`config.mk`:
```
export PLATFORM = sky130hd
export DESIGN_NAME = vedacao_ctrl
export DESIGN_NICKNAME = d
export VERILOG_FILES = /design/src/rtl/vedacao_ctrl.sv
export SDC_FILE = /design/constraint.sdc
export NUM_CORES = 1
export LEC_CHECK = 0
export ABC_AREA = 1
export CAP_MARGIN = 20
export CORE_ASPECT_RATIO = 0.7
export CORE_MARGIN = 2
export CORE_UTILIZATION = 62
export CTS_BUF_LIST = sky130_fd_sc_hd__clkbuf_8
export CTS_CLUSTER_DIAMETER = 120
export DETAILED_ROUTE_END_ITERATION = 10
export HOLD_SLACK_MARGIN = 0.03
export PLACE_DENSITY = 0.87
export SLEW_MARGIN = 20
export SYNTH_ARGS = -nofsm -noshare
export SYNTH_HDL_FRONTEND = slang
export SYNTH_SLANG_ARGS = --single-unit
```
`constraint.sdc`:
```
create_clock -name clk -period 4 [get_ports clk]
set_clock_uncertainty 0.1 [all_clocks]
set_input_delay 0.6 -clock clk [delete_from_list [all_inputs] [get_ports clk]]
set_output_delay 0.6 -clock clk [all_outputs]
set_load 0.02 [all_outputs]
```
`src/rtl/vedacao_ctrl.sv`:
```
// ---------------------------------------------------------------------------
// vedacao_ctrl -- bottle capping (sealing) station controller.
//
// Holds the capper actuator on for SEAL_CYCLES cycles per bottle in position,
// keeps a saturating stock count of caps, raises an alarm when a bottle is
// waiting and no caps are left, and guarantees one seal per bottle.
//
// Ports
//   clk         in   system clock, rising edge
//   reset       in   asynchronous reset, active low
//   pos_ve      in   bottle held in sealing position (level)
//   add_rolhas  in   refill request, each high cycle adds REFILL caps
//   selador     out  capper actuator drive
//   ve_done     out  one-cycle pulse, current bottle sealed
//   alarme      out  stock empty while a bottle waits
//   estoque     out  current cap stock, 0..MAX_STOCK
//   busy        out  controller not idle
//
// All outputs decode registered state only.
// ---------------------------------------------------------------------------
module vedacao_ctrl #(
  parameter int SEAL_CYCLES = 4,   // 1..15
  parameter int REFILL      = 15,
  parameter int MAX_STOCK   = 99
) (
  input  logic       clk,
  input  logic       reset,
  input  logic       pos_ve,
  input  logic       add_rolhas,
  output logic       selador,
  output logic       ve_done,
  output logic       alarme,
  output logic [6:0] estoque,
  output logic       busy
);

  localparam logic [2:0] S_IDLE    = 3'd0;
  localparam logic [2:0] S_SEAL    = 3'd1;
  localparam logic [2:0] S_DONE    = 3'd2;
  localparam logic [2:0] S_RELEASE = 3'd3;
  localparam logic [2:0] S_EMPTY   = 3'd4;

  localparam logic [3:0] TLOAD    = 4'(SEAL_CYCLES - 1);
  localparam logic [8:0] REFILL_W = 9'(REFILL);
  localparam logic [8:0] MAX_W    = 9'(MAX_STOCK);

  logic [2:0] state_q, state_d;
  logic [3:0] timer_q, timer_d;
  logic [6:0] stock_q, stock_d;
  logic       dec;
  logic [8:0] sum_w;
  logic       has_stock;

  assign has_stock = (stock_q != 7'd0);

  always_comb begin
    state_d = state_q;
    timer_d = timer_q;
    dec     = 1'b0;
    case (state_q)
      S_IDLE: begin
        if (pos_ve && has_stock) begin
          state_d = S_SEAL;
          timer_d = TLOAD;
        end else if (pos_ve) begin
          state_d = S_EMPTY;
        end
      end
      S_SEAL: begin
        // Line stop wins over completion: an aborted bottle consumes no cap.
        if (!pos_ve) begin
          state_d = S_IDLE;
        end else if (timer_q == 4'd0) begin
          state_d = S_DONE;
          dec     = 1'b1;
        end else begin
          timer_d = timer_q - 4'd1;
        end
      end
      S_DONE:    state_d = S_RELEASE;
      // Bottle must leave position before the next one can be sealed.
      S_RELEASE: if (!pos_ve) state_d = S_IDLE;
      S_EMPTY: begin
        if (!pos_ve) begin
          state_d = S_IDLE;
        end else if (has_stock) begin
          state_d = S_SEAL;
          timer_d = TLOAD;
        end
      end
      default:   state_d = S_IDLE;
    endcase
  end

  // 9-bit sum so refill plus stock never wraps before saturation. dec only
  // fires in SEAL, which is only entered with stock > 0, so no underflow.
  always_comb begin
    sum_w   = {2'b00, stock_q} + (add_rolhas ? REFILL_W : 9'd0) - {8'd0, dec};
    stock_d = (sum_w > MAX_W) ? MAX_W[6:0] : sum_w[6:0];
  end

  always_ff @(posedge clk or negedge reset) begin
    if (!reset) begin
      state_q <= S_IDLE;
      timer_q <= 4'd0;
      stock_q <= 7'd0;
    end else begin
      state_q <= state_d;
      timer_q <= timer_d;
      stock_q <= stock_d;
    end
  end

  assign selador = (state_q == S_SEAL);
  assign ve_done = (state_q == S_DONE);
  assign alarme  = (state_q == S_EMPTY);
  assign busy    = (state_q != S_IDLE);
  assign estoque = stock_q;

endmodule

```
# ---- After elaboration in Yosys (flattened, before gate mapping)
# Index checks and enable logic that the tools add are counted.
# Widths: inputs -> output; s select.
dict set report word_totals {
  out_inout_bits 11
  register_bits 14
  inputBits 4
  elab_cells 47
}
dict set report op_classes {
  add_sub_neg 3
  n_lt_le_gt_ge 1
  eq_ne 13
  n_reduce_logical 8
  mux 19
}
# op n
set ops {}
lappend ops {{$mux 4} 6}
lappend ops {{$mux 3} 7}
lappend ops {{$pmux 3 s5} 1}
lappend ops {{$pmux 4 s3} 1}
lappend ops {{$ne 2x2->1 const B} 5}
lappend ops {{$gt 9x7->1 const B} 1}
lappend ops {{$sub 8x1->9} 1}
lappend ops {{$add 7x4->8} 1}
lappend ops {{$mux 7} 1}
lappend ops {{$reduce_bool 7->1} 1}
lappend ops {{$eq 3x2->1 const B} 2}
lappend ops {{$ne 3x2->1 const B} 2}
lappend ops {{$reduce_and 6->1} 1}
lappend ops {{$reduce_bool 3->1} 2}
lappend ops {{$logic_not 4->1} 1}
lappend ops {{$reduce_and 4->1} 1}
lappend ops {{$sub 4x1->4 const B} 1}
lappend ops {{$eq 3x1->1 const B} 1}
lappend ops {{$eq 3x3->1 const B} 1}
lappend ops {{$logic_not 3->1} 1}
lappend ops {{$mux 1} 3}
lappend ops {{$ne 3x3->1 const B} 1}
lappend ops {{$ne 2x1->1 const B} 1}
lappend ops {{$logic_and 1x1->1} 1}

# ---- Longest topological paths before layout
dict set report logic_depth {
  ltp_word 7
  ltp_mapped 18
  mapped_depth_nobuf 18
}

# ---- Worst setup path before layout
# No wires, ideal clock.
dict set report synth_timing {
  path_kind {input to register}
  startpoint {input pos_ve}
  endpoint {register stock_q[2], in the netlist estoque[2]}
  path_buffers 0
  required_time_ns 3.777
  slack_ns 1.451
  path_stages 16
  t_arrival_ns 2.325
  setup_time_ns 0.123
  cell_sequence {inv_1 -> nor2_1 -> inv_1 -> nor2_1 -> ha_1 -> inv_1 -> ha_1 -> fa_1 -> nand2_1 -> nand2_1 -> nand3_1 -> nand3_1 -> nand2_1 -> nand3_1 -> nand2_2 -> nor2_1}
}
dict set report synth_between {
  elab_chain_len 5
}
# item line_no
set synth_rtl {}
lappend synth_rtl {{start: declaration} 28} ;# input logic pos_ve,
lappend synth_rtl {{$mux 1 *} 71} ;# if (!pos_ve) begin
lappend synth_rtl {{$mux 1 *} 60} ;# case (state_q)
lappend synth_rtl {{$sub 8x1->9 *} 98} ;# sum_w = {2'b00, stock_q} + (add_rolhas ? REFILL_W : 9'd0) - {8'd0, dec};
lappend synth_rtl {{$gt 9x7->1} 99} ;# stock_d = (sum_w > MAX_W) ? MAX_W[6:0] : sum_w[6:0];
lappend synth_rtl {{$mux 7 *} 99}
lappend synth_rtl {{net stock_d[2]} 49} ;# logic [6:0] stock_q, stock_d;
lappend synth_rtl {{end signal: assignment} 110} ;# stock_q <= stock_d;
lappend synth_rtl {{end: declaration} 49}
# The timed path passes the listed nets; every way through them passes the cells marked *.
# A chain may end at the register's enable or synchronous reset.

# ---- Final worst setup path
# Same ends and word-level chain as after synthesis.

==> flow_metrics.env <==
export IMPL_clock_latency_ns=0.25
export IMPL_power_leakage_nw=0.825
export IMPL_slowest_stage="clkdlybuf4s50_1"
export IMPL_insertedDiodeCount=0
export IMPL_io_buffer_count=14
export IMPL_cpPeakStageDelay_ns=0.59
export IMPL_synth_area_per_cell_um2=7.17
export IMPL_drt_iter0_drc=65
export IMPL_grt_max_degree=15
export IMPL_initial_core_util_pct=67.3
export IMPL_fmax_ghz=0.306
export IMPL_grt_busiest_layer="met2"
export IMPL_slew_headroom_pct=58.9
export IMPL_rsz0062_at_grt="no"
export IMPL_total_power_mw=1.45
export IMPL_final_cell_mix="inv_1 (39), nand2_1 (34), nand3_1 (17), nor2_1 (17), ha_1 (15)"
export IMPL_areaGrowthSynthToFinish_pct=17.5
export IMPL_ys_warn_count=0
export IMPL_synth_simple_area_share_pct=34.4
export IMPL_dieHeight_um=41.9
export IMPL_cap_viol_max_count=0
export IMPL_muxShareOfSynthArea_pct=0
export IMPL_drc_errors=0
export IMPL_critPathTopFamily="simple AND/OR/NAND/NOR gates"
export IMPL_clkPwrFrac_pct=9.6
export IMPL_cp_start_kind="primary input"
export IMPL_synth_nets=197
export IMPL_coreArea_mm2=0.00189
export IMPL_synth_compound_area_share_pct=7.78
export IMPL_ioPinCount=15
export IMPL_synth_xor_area_share_pct=2.07
export IMPL_ys_seq_area_share_pct=27.6
export IMPL_clkTransAtPathRegs_ns=0.06
export IMPL_cts_setup_buffers=0
export IMPL_power_switching_mw=0.760
export IMPL_final_nets=216
export IMPL_vias=1186
export IMPL_hp_start="timer_q[1]$_DFFE_PN0P_"
export IMPL_synthAdderAreaFrac_pct=16.4
export IMPL_finalCritPeriodShare_pct=81.8
export IMPL_grtUsageTotal_pct=27.6
export IMPL_p_int_mw=0.691
export IMPL_grtUsageMet2_pct=45.2
export IMPL_critPathMaxFanout=6
export IMPL_cts_buffer_depth=2
export IMPL_netlist_area_mm2=0.00127
export IMPL_path_cells="clkdlybuf4s50_1 -> inv_1 -> nor2_1 -> inv_1 -> nor2_1 -> ha_1 -> inv_1 -> ha_1 -> fa_1 -> nand2_1 -> nand2_1 -> nand3_1 -> nand3_1 -> nand2_1 -> nand3_1 -> nand2_2 -> nor2_1"
export IMPL_p_per_area_mw_per_mm2=972
export IMPL_hp_class="register to register"
export IMPL_cp_end_kind="register"
export IMPL_gp_congestion=0.852
export IMPL_setup_viol=0
export IMPL_combinationalPowerShare_pct=71.5
export IMPL_gr_usage_met3_pct=6.85
export IMPL_dp_hpwl_um=2320
export IMPL_critical_path_class="primary input to register"
export IMPL_r2r_start="state_q[1]$_DFFE_PN0P_"
export IMPL_ys_types=27
export IMPL_use_met1_pct=36.8
export IMPL_post_drt_wl_per_cell_um=13.8
export IMPL_final_hold_viol_count=0
export IMPL_synth_top_family_by_area="simple AND/OR/NAND/NOR gates"
export IMPL_syn_inst=177
export IMPL_crit_start="pos_ve"
export IMPL_routed_wl_um=2990
export IMPL_cts_inserted_buffers=3
export IMPL_first_pass_iters=4
export IMPL_worst_pin_slew_ns=0.615
export IMPL_vias_per_cell=5.47
export IMPL_period_needed_ns=3.27
export IMPL_cts_tree="done"
export IMPL_switching_share_pct=52.4
export IMPL_fin_tns_setup_ns=0
export IMPL_h_tree_depth=1
export IMPL_dieArea_mm2=0.00243
export IMPL_ys_ff_latch=14
export IMPL_first_global_vias=1109
export IMPL_drive_gt1_share_pct=11.8
export IMPL_cts_root_buf="clkbuf_8"
export IMPL_fp_dieW_um=58.1
export IMPL_final_common_cell="inv_1"
export IMPL_rows=13
export IMPL_clock_sinks=14
export IMPL_power_frac_seq_pct=18.8
export IMPL_worstPathRequired_ns=4.03
export IMPL_hold_buffers=0
export IMPL_ant_nets=0
export IMPL_cts_resized=0
export IMPL_crit_arrival_ns=3.30
export IMPL_grt_pass1_wl_um=5010
export IMPL_outcome="completed"
export IMPL_critical_path_buf_inv_count=4
export IMPL_antenna_found_initial=0
export IMPL_gr_total_overflow=0
export IMPL_slew_viol_final=0
export IMPL_ir_drop_uv=665
==> synth_stat cells, drive strengths merged <==
cell | number | area (µm²)
xnor2 | 2 | 17.5
nand4 | 3 | 18.8
a21oi | 7 | 38.8
nor3 | 3 | 20.0
or2 | 2 | 15.0
fa | 1 | 20.0
o21ai | 5 | 36.3
nand3b | 3 | 22.5
nand2 | 40 | 165
nor2 | 20 | 92.6
xor2 | 1 | 8.76
dfrtp | 14 | 350
a31o | 1 | 8.76
nand3 | 18 | 103
inv | 40 | 150
o21bai | 2 | 15.0
ha | 15 | 188
==> logic make-up (layout without fill, tap and decap cells) <==
family                   count (synthesis)  count (layout)
adder cells (fa/ha/maj)                 16              16
buffers and inverters                   40              58
flip-flops                              14              14
XOR/XNOR                                 3               3
AND/OR/NAND/NOR                         89              89
AO/OA/AOI/OAI                           15              15
==> layer usage <==
metal  up-vias  wire length (µm)
li1        588                 -
met5         -                 0
met2        68              1400
met4         0                23
met3         4               283
met1       526              1280
==> worst register-to-register path: stages (launching register included) <==
cell and delay [ns]:
dfrtp_1 0.44, nor2_1 0.17, nand2_2 0.14, nor2_1 0.20, inv_1 0.10, nor2_1 0.10
ha_1 0.13, inv_1 0.04, ha_1 0.20, fa_1 0.43, nand2_1 0.08, nand2_1 0.08
nand3_1 0.09, nand3_1 0.07, nand2_1 0.09, nand3_1 0.19, nand2_2 0.14, nor2_1 0.05
==> layout make-up <==
type	instances	area, µm²
clock buffers	4	55.1
fillers	132	394
inverters	40	150
multi-input cells	123	769
flip-flops and latches	14	350
well taps	22	27.5
repair buffers	14	140
==> power by group through the flow <==
| stage | clock network, mW | registers [mW] | logic, mW |
|---|---|---|---|
| after floorplan | 0 | 0.297 | 0.709 |
| after global placement | 0 | 0.270 | 0.961 |
| after detailed placement | 0 | 0.275 | 1.01 |
| after CTS | 0.140 | 0.273 | 1.02 |
| after global routing | 0.151 | 0.280 | 1.15 |
| final | 0.140 | 0.273 | 1.04 |
==> state kept, by name, indices dropped and copies added, names as in the netlist <==
signal and flops:
state_q 3, estoque 7, timer_q 4
==> final timing paths <==
kind / end / slack [ns] / cells after the start
worst max-delay path: estoque[2]$_DFF_PN0_ / 0.73 / 17
worst min-delay path: timer_q[1]$_DFFE_PN0P_ / 0.42 / 2
worst max register to register: estoque[2]$_DFF_PN0_ / 1.04 / 17
worst min register to register: timer_q[1]$_DFFE_PN0P_ / 0.42 / 2
max in group asynchronous: state_q[2]$_DFFE_PN0P_ / 2.77 / 1
min in group asynchronous: estoque[1]$_DFF_PN0_ / 0.64 / 1
==> per-stage QoR <==
stage	worst slack (ns)	utilization (%)	cells	hold WS, ns	area (µm²)
floorplan	1.45	-	177	0.204	1270
global placement	0.797	76.2	213	0.411	1440
detailed placement	0.564	76.2	213	0.412	1440
CTS	0.812	79.1	217	0.426	1490
global route	0.570	79.1	217	0.463	1490
finish	0.728	79.1	217	0.423	1490
Power figures use the tool's default switching activity.
